<file path="src/rtl/pipe_ctrl_pkg.sv">
`default_nettype none
// ============================================================================
//  Module      : pipe_ctrl_pkg
//  Description : Shared constants for the pipeline control sequencer:
//                PC source select encodings, sequencer state encodings and a
//                helper that maps a trap/mret request to its PC source.
//  Revision    : 1.0  initial release
// ============================================================================
package pipe_ctrl_pkg;

    // PC source select
    localparam logic [1:0] PC_SEL_PC4    = 2'b00;
    localparam logic [1:0] PC_SEL_BRANCH = 2'b01;
    localparam logic [1:0] PC_SEL_TRAP   = 2'b10;
    localparam logic [1:0] PC_SEL_MEPC   = 2'b11;

    // Sequencer states
    localparam logic [1:0] PC_RUN       = 2'b00;
    localparam logic [1:0] PC_MD_WAIT   = 2'b01;
    localparam logic [1:0] PC_DRAIN     = 2'b10;
    localparam logic [1:0] PC_TRAP_HOLD = 2'b11;

    // A trap takes precedence over mret, so only a lone mret selects mepc.
    function automatic logic [1:0] redirect_sel(input logic is_mret);
        return is_mret ? PC_SEL_MEPC : PC_SEL_TRAP;
    endfunction

endpackage
`default_nettype wire

</file>
<file path="src/rtl/pipe_ctrl_if.sv">
`default_nettype none
// ============================================================================
//  Module      : pipe_ctrl_if
//  Description : Hazard/request inputs and stall/flush/redirect outputs
//                exchanged between the pipeline datapath and pipe_ctrl.
//                master : datapath side (drives requests, receives controls)
//                slave  : pipe_ctrl side (receives requests, drives controls)
//  Revision    : 1.0  initial release
// ============================================================================
interface pipe_ctrl_if #(
    parameter int REG_AW = 5
);
    // Requests / hazard sources
    logic              take_branch;
    logic [REG_AW-1:0] id_rs1;
    logic [REG_AW-1:0] id_rs2;
    logic              id_rs1_rd;
    logic              id_rs2_rd;
    logic              ex_mem_read;
    logic [REG_AW-1:0] ex_rd;
    logic              ex_muldiv_start;
    logic              muldiv_done;
    logic              lsu_wait;
    logic              lsu_pending;
    logic              trap_req;
    logic              mret_req;

    // Pipeline controls
    logic              if_stall;
    logic              id_stall;
    logic              ex_stall;
    logic              mem_stall;
    logic              if_flush;
    logic              id_flush;
    logic              ex_flush;
    logic              mem_flush;
    logic              wb_flush;
    logic [1:0]        pc_sel;
    logic              trap_ack;

    modport master (
        output take_branch, id_rs1, id_rs2, id_rs1_rd, id_rs2_rd,
               ex_mem_read, ex_rd, ex_muldiv_start, muldiv_done,
               lsu_wait, lsu_pending, trap_req, mret_req,
        input  if_stall, id_stall, ex_stall, mem_stall,
               if_flush, id_flush, ex_flush, mem_flush, wb_flush,
               pc_sel, trap_ack
    );

    modport slave (
        input  take_branch, id_rs1, id_rs2, id_rs1_rd, id_rs2_rd,
               ex_mem_read, ex_rd, ex_muldiv_start, muldiv_done,
               lsu_wait, lsu_pending, trap_req, mret_req,
        output if_stall, id_stall, ex_stall, mem_stall,
               if_flush, id_flush, ex_flush, mem_flush, wb_flush,
               pc_sel, trap_ack
    );

endinterface
`default_nettype wire

</file>
<file path="src/rtl/pipe_ctrl_lu_hazard_det.sv">
`default_nettype none
// ============================================================================
//  Module      : lu_hazard_det
//  Description : Combinational load-use hazard compare. Flags when the
//                instruction in EX is a load whose destination (non-x0) is a
//                source actually read by the instruction in ID.
//  Ports       : i_mem_read  EX holds a load
//                i_rd        EX destination register
//                i_rs1/i_rs2 ID source registers
//                i_rs1_rd/i_rs2_rd  ID reads rs1/rs2
//                o_hazard    load-use hazard present
//  Revision    : 1.0  initial release
// ============================================================================
module lu_hazard_det #(
    parameter int REG_AW = 5
) (
    input  wire logic              i_mem_read,
    input  wire logic [REG_AW-1:0] i_rd,
    input  wire logic [REG_AW-1:0] i_rs1,
    input  wire logic [REG_AW-1:0] i_rs2,
    input  wire logic              i_rs1_rd,
    input  wire logic              i_rs2_rd,
    output logic                   o_hazard
);

    logic w_rd_nz;
    logic w_rs1_hit;
    logic w_rs2_hit;

    // x0 is hardwired to zero, so a load into it never creates a dependency.
    assign w_rd_nz   = (i_rd != '0);
    assign w_rs1_hit = i_rs1_rd && (i_rs1 == i_rd);
    assign w_rs2_hit = i_rs2_rd && (i_rs2 == i_rd);
    assign o_hazard  = i_mem_read && w_rd_nz && (w_rs1_hit || w_rs2_hit);

endmodule
`default_nettype wire

</file>
<file path="src/rtl/pipe_ctrl.sv">
`default_nettype none
// ============================================================================
//  Module      : pipe_ctrl
//  Description : Stall/flush/redirect sequencer for the 5-stage core.
//                Arbitrates traps/mret, taken branches, MUL/DIV waits, LSU
//                waits and load-use hazards; drives per-stage stall/flush and
//                the PC source select; keeps stall and redirect counters.
//  Ports       : clk        core clock
//                rst_n      asynchronous active-low reset
//                bus        pipe_ctrl_if slave (requests in, controls out)
//                stall_cnt  cycles with if_stall asserted (wrapping)
//                redir_cnt  cycles with pc_sel != PC+4 (wrapping)
//  Revision    : 1.0  initial release
// ============================================================================
module pipe_ctrl
    import pipe_ctrl_pkg::*;
#(
    parameter int PERF_W = 32,
    parameter int REG_AW = 5
) (
    input  wire logic     clk,
    input  wire logic     rst_n,
    pipe_ctrl_if.slave    bus,
    output logic [PERF_W-1:0] stall_cnt,
    output logic [PERF_W-1:0] redir_cnt
);

    logic [1:0]        r_state;
    logic              r_lat_mret;
    logic [PERF_W-1:0] r_stall_cnt;
    logic [PERF_W-1:0] r_redir_cnt;

    logic [1:0] w_next_state;
    logic       w_latch_en;
    logic       w_hazard;
    logic       w_req;
    logic       w_if_stall, w_id_stall, w_ex_stall, w_mem_stall;
    logic       w_if_flush, w_id_flush, w_ex_flush, w_mem_flush, w_wb_flush;
    logic [1:0] w_pc_sel;
    logic       w_trap_ack;

    lu_hazard_det #(
        .REG_AW (REG_AW)
    ) u_lu_hazard_det (
        .i_mem_read (bus.ex_mem_read),
        .i_rd       (bus.ex_rd),
        .i_rs1      (bus.id_rs1),
        .i_rs2      (bus.id_rs2),
        .i_rs1_rd   (bus.id_rs1_rd),
        .i_rs2_rd   (bus.id_rs2_rd),
        .o_hazard   (w_hazard)
    );

    assign w_req = bus.trap_req || bus.mret_req;

    always_comb begin
        w_next_state = r_state;
        w_latch_en   = 1'b0;
        w_if_stall   = 1'b0;
        w_id_stall   = 1'b0;
        w_ex_stall   = 1'b0;
        w_mem_stall  = 1'b0;
        w_if_flush   = 1'b0;
        w_id_flush   = 1'b0;
        w_ex_flush   = 1'b0;
        w_mem_flush  = 1'b0;
        w_wb_flush   = 1'b0;
        w_pc_sel     = PC_SEL_PC4;
        w_trap_ack   = 1'b0;

        case (r_state)
            PC_RUN: begin
                if (w_req && !bus.lsu_pending) begin
                    w_pc_sel     = redirect_sel(!bus.trap_req);
                    w_if_flush   = 1'b1;
                    w_id_flush   = 1'b1;
                    w_ex_flush   = 1'b1;
                    w_mem_flush  = 1'b1;
                    w_trap_ack   = 1'b1;
                    w_next_state = PC_TRAP_HOLD;
                end else if (w_req) begin
                    // Outstanding store must retire before redirecting;
                    // freeze everything and keep WB from re-committing.
                    w_if_stall   = 1'b1;
                    w_id_stall   = 1'b1;
                    w_ex_stall   = 1'b1;
                    w_mem_stall  = 1'b1;
                    w_wb_flush   = 1'b1;
                    w_latch_en   = 1'b1;
                    w_next_state = PC_DRAIN;
                end else if (bus.take_branch) begin
                    // Also covers a concurrent load-use: the dependent ID
                    // instruction is on the wrong path and gets flushed.
                    w_pc_sel   = PC_SEL_BRANCH;
                    w_if_flush = 1'b1;
                    w_id_flush = 1'b1;
                end else if (bus.lsu_wait) begin
                    w_if_stall  = 1'b1;
                    w_id_stall  = 1'b1;
                    w_ex_stall  = 1'b1;
                    w_mem_stall = 1'b1;
                    w_wb_flush  = 1'b1;
                end else if (bus.ex_muldiv_start) begin
                    if (!bus.muldiv_done) begin
                        w_if_stall   = 1'b1;
                        w_id_stall   = 1'b1;
                        w_ex_stall   = 1'b1;
                        w_mem_flush  = 1'b1;
                        w_next_state = PC_MD_WAIT;
                    end
                end else if (w_hazard) begin
                    // One bubble into EX; next cycle the load has moved on
                    // and the compare naturally clears.
                    w_if_stall = 1'b1;
                    w_id_stall = 1'b1;
                    w_ex_flush = 1'b1;
                end
            end

            PC_MD_WAIT: begin
                if (bus.muldiv_done) begin
                    w_next_state = PC_RUN;
                end else begin
                    w_if_stall  = 1'b1;
                    w_id_stall  = 1'b1;
                    w_ex_stall  = 1'b1;
                    w_mem_flush = 1'b1;
                end
            end

            PC_DRAIN: begin
                if (bus.lsu_pending) begin
                    w_if_stall  = 1'b1;
                    w_id_stall  = 1'b1;
                    w_ex_stall  = 1'b1;
                    w_mem_stall = 1'b1;
                    w_wb_flush  = 1'b1;
                end else begin
                    w_pc_sel     = redirect_sel(r_lat_mret);
                    w_if_flush   = 1'b1;
                    w_id_flush   = 1'b1;
                    w_ex_flush   = 1'b1;
                    w_mem_flush  = 1'b1;
                    w_trap_ack   = 1'b1;
                    w_next_state = PC_TRAP_HOLD;
                end
            end

            // The trapping instruction may still be visible at MEM for one
            // cycle; ignoring requests here prevents a second trap.
            PC_TRAP_HOLD: begin
                w_next_state = PC_RUN;
            end

            default: begin
                w_next_state = PC_RUN;
            end
        endcase
    end

    // Outputs forced quiet while reset is held.
    assign bus.if_stall  = rst_n && w_if_stall;
    assign bus.id_stall  = rst_n && w_id_stall;
    assign bus.ex_stall  = rst_n && w_ex_stall;
    assign bus.mem_stall = rst_n && w_mem_stall;
    assign bus.if_flush  = rst_n && w_if_flush;
    assign bus.id_flush  = rst_n && w_id_flush;
    assign bus.ex_flush  = rst_n && w_ex_flush;
    assign bus.mem_flush = rst_n && w_mem_flush;
    assign bus.wb_flush  = rst_n && w_wb_flush;
    assign bus.pc_sel    = rst_n ? w_pc_sel : PC_SEL_PC4;
    assign bus.trap_ack  = rst_n && w_trap_ack;

    always_ff @(posedge clk or negedge rst_n) begin
        if (!rst_n) begin
            r_state     <= PC_RUN;
            r_lat_mret  <= 1'b0;
            r_stall_cnt <= '0;
            r_redir_cnt <= '0;
        end else begin
            r_state <= w_next_state;
            if (w_latch_en) begin
                r_lat_mret <= !bus.trap_req;
            end
            r_stall_cnt <= r_stall_cnt + PERF_W'(w_if_stall);
            r_redir_cnt <= r_redir_cnt + PERF_W'(w_pc_sel != PC_SEL_PC4);
        end
    end

    assign stall_cnt = r_stall_cnt;
    assign redir_cnt = r_redir_cnt;

endmodule
`default_nettype wire

</file>
<file path="src/flat_wrapper.sv">
// flat-port wrapper written by rule: the top's interface ports become plain ports
module pipe_ctrl_flat import pipe_ctrl_pkg::*;
#(
    parameter int PERF_W = 32,
    parameter int REG_AW = 5
)
  (clk, rst_n, stall_cnt, redir_cnt, bus_take_branch, bus_id_rs1, bus_id_rs2, bus_id_rs1_rd, bus_id_rs2_rd, bus_ex_mem_read, bus_ex_rd, bus_ex_muldiv_start, bus_muldiv_done, bus_lsu_wait, bus_lsu_pending, bus_trap_req, bus_mret_req, bus_if_stall, bus_id_stall, bus_ex_stall, bus_mem_stall, bus_if_flush, bus_id_flush, bus_ex_flush, bus_mem_flush, bus_wb_flush, bus_pc_sel, bus_trap_ack);
  pipe_ctrl_if #(.REG_AW(REG_AW)) bus_i ();
  input  wire logic clk;
  input  wire logic rst_n;
  output logic [PERF_W-1:0] stall_cnt;
  output logic [PERF_W-1:0] redir_cnt;
  input wire logic [$bits(bus_i.take_branch)-1:0] bus_take_branch;
  input wire logic [$bits(bus_i.id_rs1)-1:0] bus_id_rs1;
  input wire logic [$bits(bus_i.id_rs2)-1:0] bus_id_rs2;
  input wire logic [$bits(bus_i.id_rs1_rd)-1:0] bus_id_rs1_rd;
  input wire logic [$bits(bus_i.id_rs2_rd)-1:0] bus_id_rs2_rd;
  input wire logic [$bits(bus_i.ex_mem_read)-1:0] bus_ex_mem_read;
  input wire logic [$bits(bus_i.ex_rd)-1:0] bus_ex_rd;
  input wire logic [$bits(bus_i.ex_muldiv_start)-1:0] bus_ex_muldiv_start;
  input wire logic [$bits(bus_i.muldiv_done)-1:0] bus_muldiv_done;
  input wire logic [$bits(bus_i.lsu_wait)-1:0] bus_lsu_wait;
  input wire logic [$bits(bus_i.lsu_pending)-1:0] bus_lsu_pending;
  input wire logic [$bits(bus_i.trap_req)-1:0] bus_trap_req;
  input wire logic [$bits(bus_i.mret_req)-1:0] bus_mret_req;
  output wire logic [$bits(bus_i.if_stall)-1:0] bus_if_stall;
  output wire logic [$bits(bus_i.id_stall)-1:0] bus_id_stall;
  output wire logic [$bits(bus_i.ex_stall)-1:0] bus_ex_stall;
  output wire logic [$bits(bus_i.mem_stall)-1:0] bus_mem_stall;
  output wire logic [$bits(bus_i.if_flush)-1:0] bus_if_flush;
  output wire logic [$bits(bus_i.id_flush)-1:0] bus_id_flush;
  output wire logic [$bits(bus_i.ex_flush)-1:0] bus_ex_flush;
  output wire logic [$bits(bus_i.mem_flush)-1:0] bus_mem_flush;
  output wire logic [$bits(bus_i.wb_flush)-1:0] bus_wb_flush;
  output wire logic [$bits(bus_i.pc_sel)-1:0] bus_pc_sel;
  output wire logic [$bits(bus_i.trap_ack)-1:0] bus_trap_ack;
  assign bus_i.take_branch = bus_take_branch;
  assign bus_i.id_rs1 = bus_id_rs1;
  assign bus_i.id_rs2 = bus_id_rs2;
  assign bus_i.id_rs1_rd = bus_id_rs1_rd;
  assign bus_i.id_rs2_rd = bus_id_rs2_rd;
  assign bus_i.ex_mem_read = bus_ex_mem_read;
  assign bus_i.ex_rd = bus_ex_rd;
  assign bus_i.ex_muldiv_start = bus_ex_muldiv_start;
  assign bus_i.muldiv_done = bus_muldiv_done;
  assign bus_i.lsu_wait = bus_lsu_wait;
  assign bus_i.lsu_pending = bus_lsu_pending;
  assign bus_i.trap_req = bus_trap_req;
  assign bus_i.mret_req = bus_mret_req;
  assign bus_if_stall = bus_i.if_stall;
  assign bus_id_stall = bus_i.id_stall;
  assign bus_ex_stall = bus_i.ex_stall;
  assign bus_mem_stall = bus_i.mem_stall;
  assign bus_if_flush = bus_i.if_flush;
  assign bus_id_flush = bus_i.id_flush;
  assign bus_ex_flush = bus_i.ex_flush;
  assign bus_mem_flush = bus_i.mem_flush;
  assign bus_wb_flush = bus_i.wb_flush;
  assign bus_pc_sel = bus_i.pc_sel;
  assign bus_trap_ack = bus_i.trap_ack;
  pipe_ctrl #(.PERF_W(PERF_W), .REG_AW(REG_AW)) u_core (.clk(clk), .rst_n(rst_n), .bus(bus_i), .stall_cnt(stall_cnt), .redir_cnt(redir_cnt));
endmodule
</file>
<file path="config.mk">
export PLATFORM = sky130hd
export DESIGN_NAME = pipe_ctrl_flat
export DESIGN_NICKNAME = d
export VERILOG_FILES = /design/src/rtl/pipe_ctrl_pkg.sv /design/src/rtl/pipe_ctrl_if.sv /design/src/rtl/pipe_ctrl_lu_hazard_det.sv /design/src/rtl/pipe_ctrl.sv /design/src/flat_wrapper.sv
export SDC_FILE = /design/constraint.sdc
export NUM_CORES = 1
export LEC_CHECK = 0
export ABC_AREA = 1
export CAP_MARGIN = 25
export CELL_PAD_IN_SITES_DETAIL_PLACEMENT = 0
export CELL_PAD_IN_SITES_GLOBAL_PLACEMENT = 1
export CORE_MARGIN = 2
export CORE_UTILIZATION = 32
export DETAILED_ROUTE_END_ITERATION = 10
export PLACE_DENSITY_LB_ADDON = 0.25
export REMOVE_ABC_BUFFERS = 1
export SKIP_CTS_REPAIR_TIMING = 1
export SYNTH_ARGS = -nofsm -noshare
export SYNTH_HDL_FRONTEND = slang
export SYNTH_SLANG_ARGS = --single-unit
</file>
<file path="constraint.sdc">
create_clock -name clk -period 2.1 [get_ports clk]
set_clock_uncertainty 0.15 [all_clocks]
set_input_delay 0.21 -clock clk [delete_from_list [all_inputs] [get_ports clk]]
set_output_delay 0.21 -clock clk [all_outputs]
set_load 0.005 [all_outputs]
</file>
==> impl_metrics.env <==
export IMPL_power_switching_mw=1.25
export IMPL_r2r_setup_slack_ns=-0.14
export IMPL_start_util_pct=33.1
export IMPL_drc_errors=0
export IMPL_drv_slew=0
export IMPL_status="finished with violations"
export IMPL_ios=103
export IMPL_dr_pass1_iters=5
export IMPL_rows=39
export IMPL_post_route_min_period_ns=2.24
export IMPL_pwr_density_cell_nw_per_um2=686
export IMPL_switching_share_pct=30.4
export IMPL_yosysWarnings=0
export IMPL_dieWidth_um=113
export IMPL_synth_area_um2=3830
export IMPL_worstMarginPinSlew_ns=0.446
export IMPL_port_buffers=102
export IMPL_synth_cell_types=25
export IMPL_synth_edf_count=0
export IMPL_setup_violations=10
export IMPL_root_buffer="clkbuf_16"
export IMPL_num_vias=3681
export IMPL_combPwrFrac_pct=28.3
export IMPL_seqPwrFrac_pct=39.9
export IMPL_final_hold_violation_count=0
export IMPL_pwr_share_clk_pct=31.8
export IMPL_layout_nets=668
export IMPL_grt_pass1_vias=3629
export IMPL_regArea_um2=1680
export IMPL_die_h_um=113
export IMPL_p_int_mw=2.85
export IMPL_r2r_cells=16
export IMPL_drt_wl_total_um=10900
export IMPL_fin_crit_sh_pct=107
export IMPL_rsz0062_at_grt="yes"
export IMPL_critical_path_endpoint="u_core.stall_cnt[28]"
export IMPL_antenna_found_initial=0
export IMPL_startpoint_type="flip-flop"
export IMPL_viasPerCell=4.70
export IMPL_grtUsageTotal_pct=17.3
export IMPL_area_growth_pct=55.7
export IMPL_slew_headroom_pct=70.3
export IMPL_required_ns=2.17
export IMPL_ys_top_cells_by_area="dfrtp_1 44%, nand2_1 13%, xor2_1 9.1%"
export IMPL_peakVddDrop_mv=0.307
export IMPL_hp_class="in -> reg"
export IMPL_coreArea_um2=11600
export IMPL_finalInstanceArea_um2=5970
export IMPL_htreeDepth=3
export IMPL_gp_congestion=0.887
export IMPL_cap_violations=0
export IMPL_syn_area_per_cell_um2=7.98
export IMPL_fillCellCount=1100
export IMPL_cp_startpoint="u_core.r_state[0]"
export IMPL_drive_gt1_share_pct=22.7
export IMPL_yosys_area_top_type="dfrtp_1"
export IMPL_yosysSeqAreaShare_pct=43.7
export IMPL_wl_per_cell_um=13.9
export IMPL_layout_cells_non_filler=783
export IMPL_syn_inst=480
export IMPL_grt_max_degree=35
export IMPL_place_area_um2=5310
export IMPL_r2r_end="u_core.stall_cnt[28]"
export IMPL_crit_path_max_fanout=4
export IMPL_violations="negative setup slack"
export IMPL_ys_flop_type="dfrtp_1"
export IMPL_synth_seq_cells=67
export IMPL_worstSetupPathType="reg -> reg"
export IMPL_cts_tree="yes"
export IMPL_synthDominantCellAreaShare_pct=43.7
export IMPL_r2r_start="u_core.r_state[0]"
export IMPL_max_freq_ghz=0.447
export IMPL_clock_sinks=67
export IMPL_first_iter_violations=216
export IMPL_clk_pin_slew_worst_paths_ns=0.05
export IMPL_cts_buffers=9
export IMPL_end_kind="flip-flop"
export IMPL_diodes=0
export IMPL_multiInputGateArea_um2=2220
export IMPL_clock_latency_ns=0.33
export IMPL_grt_ovfl_total=0
export IMPL_p_leak_nw=3.00
export IMPL_dieArea_um2=12900
export IMPL_fin_ws_ns=-0.137
export IMPL_cts_max_path_buffers=2
export IMPL_place_inst=763
export IMPL_ant_nets=0
export IMPL_ys_async_sr_fraction_pct=100
export IMPL_grt_pass1_wl_um=17700
export IMPL_dpl_hpwl_um=8490
export IMPL_arrival_ns=2.30
[worst min path at each step]
stage,startpoint,end,slack (ns),cells after the start
4_1_cts,rst_n,u_core.redir_cnt[2],-0.15,2
5_1_grt,bus_trap_req,u_core.r_lat_mret,0.21,3
3_3_place_gp,rst_n,u_core.redir_cnt[1],0.20,2
2_1_floorplan,rst_n,u_core.r_lat_mret,-0.24,0
3_5_place_dp,rst_n,u_core.r_state[1],0.20,2
6_report,bus_trap_req,u_core.r_lat_mret,0.19,3
[per-layer routing]
| layer | share of wire, % | vias to the layer above | wire length, um | GRT usage (%) |
|---|---|---|---|---|
| li1 | - | 1838 | - | - |
| met1 | 48 | 1715 | 5220 | 25.1 |
| met2 | 45 | 111 | 4870 | 25.2 |
| met3 | 5.4 | 17 | 590 | 2.92 |
| met4 | 2.0 | 0 | 214 | 7.64 |
| met5 | 0 | - | 0 | 0 |
[cell usage in the layout, fill, tap and decap left out, types with 13 or more instances in the layout]
| master | netlist | layout |
|---|---|---|
| inv_1 | 51 | 41 |
| nor2_4 | 0 | 13 |
| xnor2_1 | 17 | 17 |
| nand2_1 | 133 | 125 |
| nor2_1 | 62 | 46 |
| dlymetal6s2s_1 | 0 | 26 |
| nor3_1 | 18 | 15 |
| nor3_2 | 14 | 13 |
| buf_4 | 4 | 45 |
| nand3_1 | 20 | 13 |
| dfrtp_1 | 67 | 67 |
| clkdlybuf4s50_1 | 0 | 73 |
| xor2_1 | 40 | 39 |
[critical path, cell delays in order (launching register included)]
cell and delay (ns):
dfrtp_1 0.42, inv_2 0.10, nand2_4 0.08, inv_4 0.07
nand3_2 0.06, inv_2 0.07, nand3_2 0.08, nand2_2 0.08
ha_4 0.14, ha_4 0.14, inv_4 0.04, nor3_4 0.27
inv_2 0.11, nor2_4 0.12, nand2_1 0.07, nand2_1 0.07
nand2_1 0.04
[power groups by stage]
stage	Sequential (mW)	Clock [mW]	Combinational (mW)
after global placement	1.62	0	1.02
after floorplan	1.61	0	0.392
after global routing	1.66	1.40	1.28
final	1.63	1.30	1.16
after detailed placement	1.63	0	1.03
after CTS	1.61	1.35	1.04
[flip-flops by register name, summed over array words and instances, names as in the netlist]
| register | cells |
|---|---|
| u_core.redir_cnt | 32 |
| u_core.stall_cnt | 32 |
| u_core.r_state | 2 |
| u_core.r_lat_mret | 1 |
[Yosys cell counts (3+ instances only)]
library cell	n
nand2_1	133
dfrtp_1	67
nor2_1	62
inv_1	51
xor2_1	40
nand3_1	20
nor3_1	18
xnor2_1	17
nor3_2	14
nand4_1	12
nor2_2	9
a21oi_1	8
buf_4	4
ha_1	4
inv_2	4
nand2_2	3
nand3b_1	3
[stage by stage]
stage          hold WS (ns)  total power [mW]  utilization [%]  TNS [ns]  setup WS, ns
6_report              0.192              4.10             51.6    -0.591        -0.137
5_1_grt               0.207              4.34             51.6     -2.94        -0.280
4_1_cts              -0.155              3.99             48.0     -8.64        -0.456
3_5_place_dp          0.203              2.66             45.9    -24.29        -0.604
3_3_place_gp          0.197              2.64             45.9    -22.08        -0.515
2_1_floorplan        -0.236              2.00                -    -0.922        -0.213
[layout make-up]
type | count | area share (%)
multi-input cells | 354 | 37.1
inverters | 55 | 3.54
well taps | 143 | 3.00
clock buffers | 14 | 4.09
flip-flops and latches | 67 | 28.1
repair buffers | 150 | 24.2
[logic make-up after synthesis]
family	after synthesis	synth area share, %
simple gates	281	34.1
flops	67	43.7
buf+inv	59	6.17
xor+xnor	57	13.0
compound gates	12	1.63
fa+ha+maj	4	1.31
No activity file was read; power rests on OpenSTA's default activity.
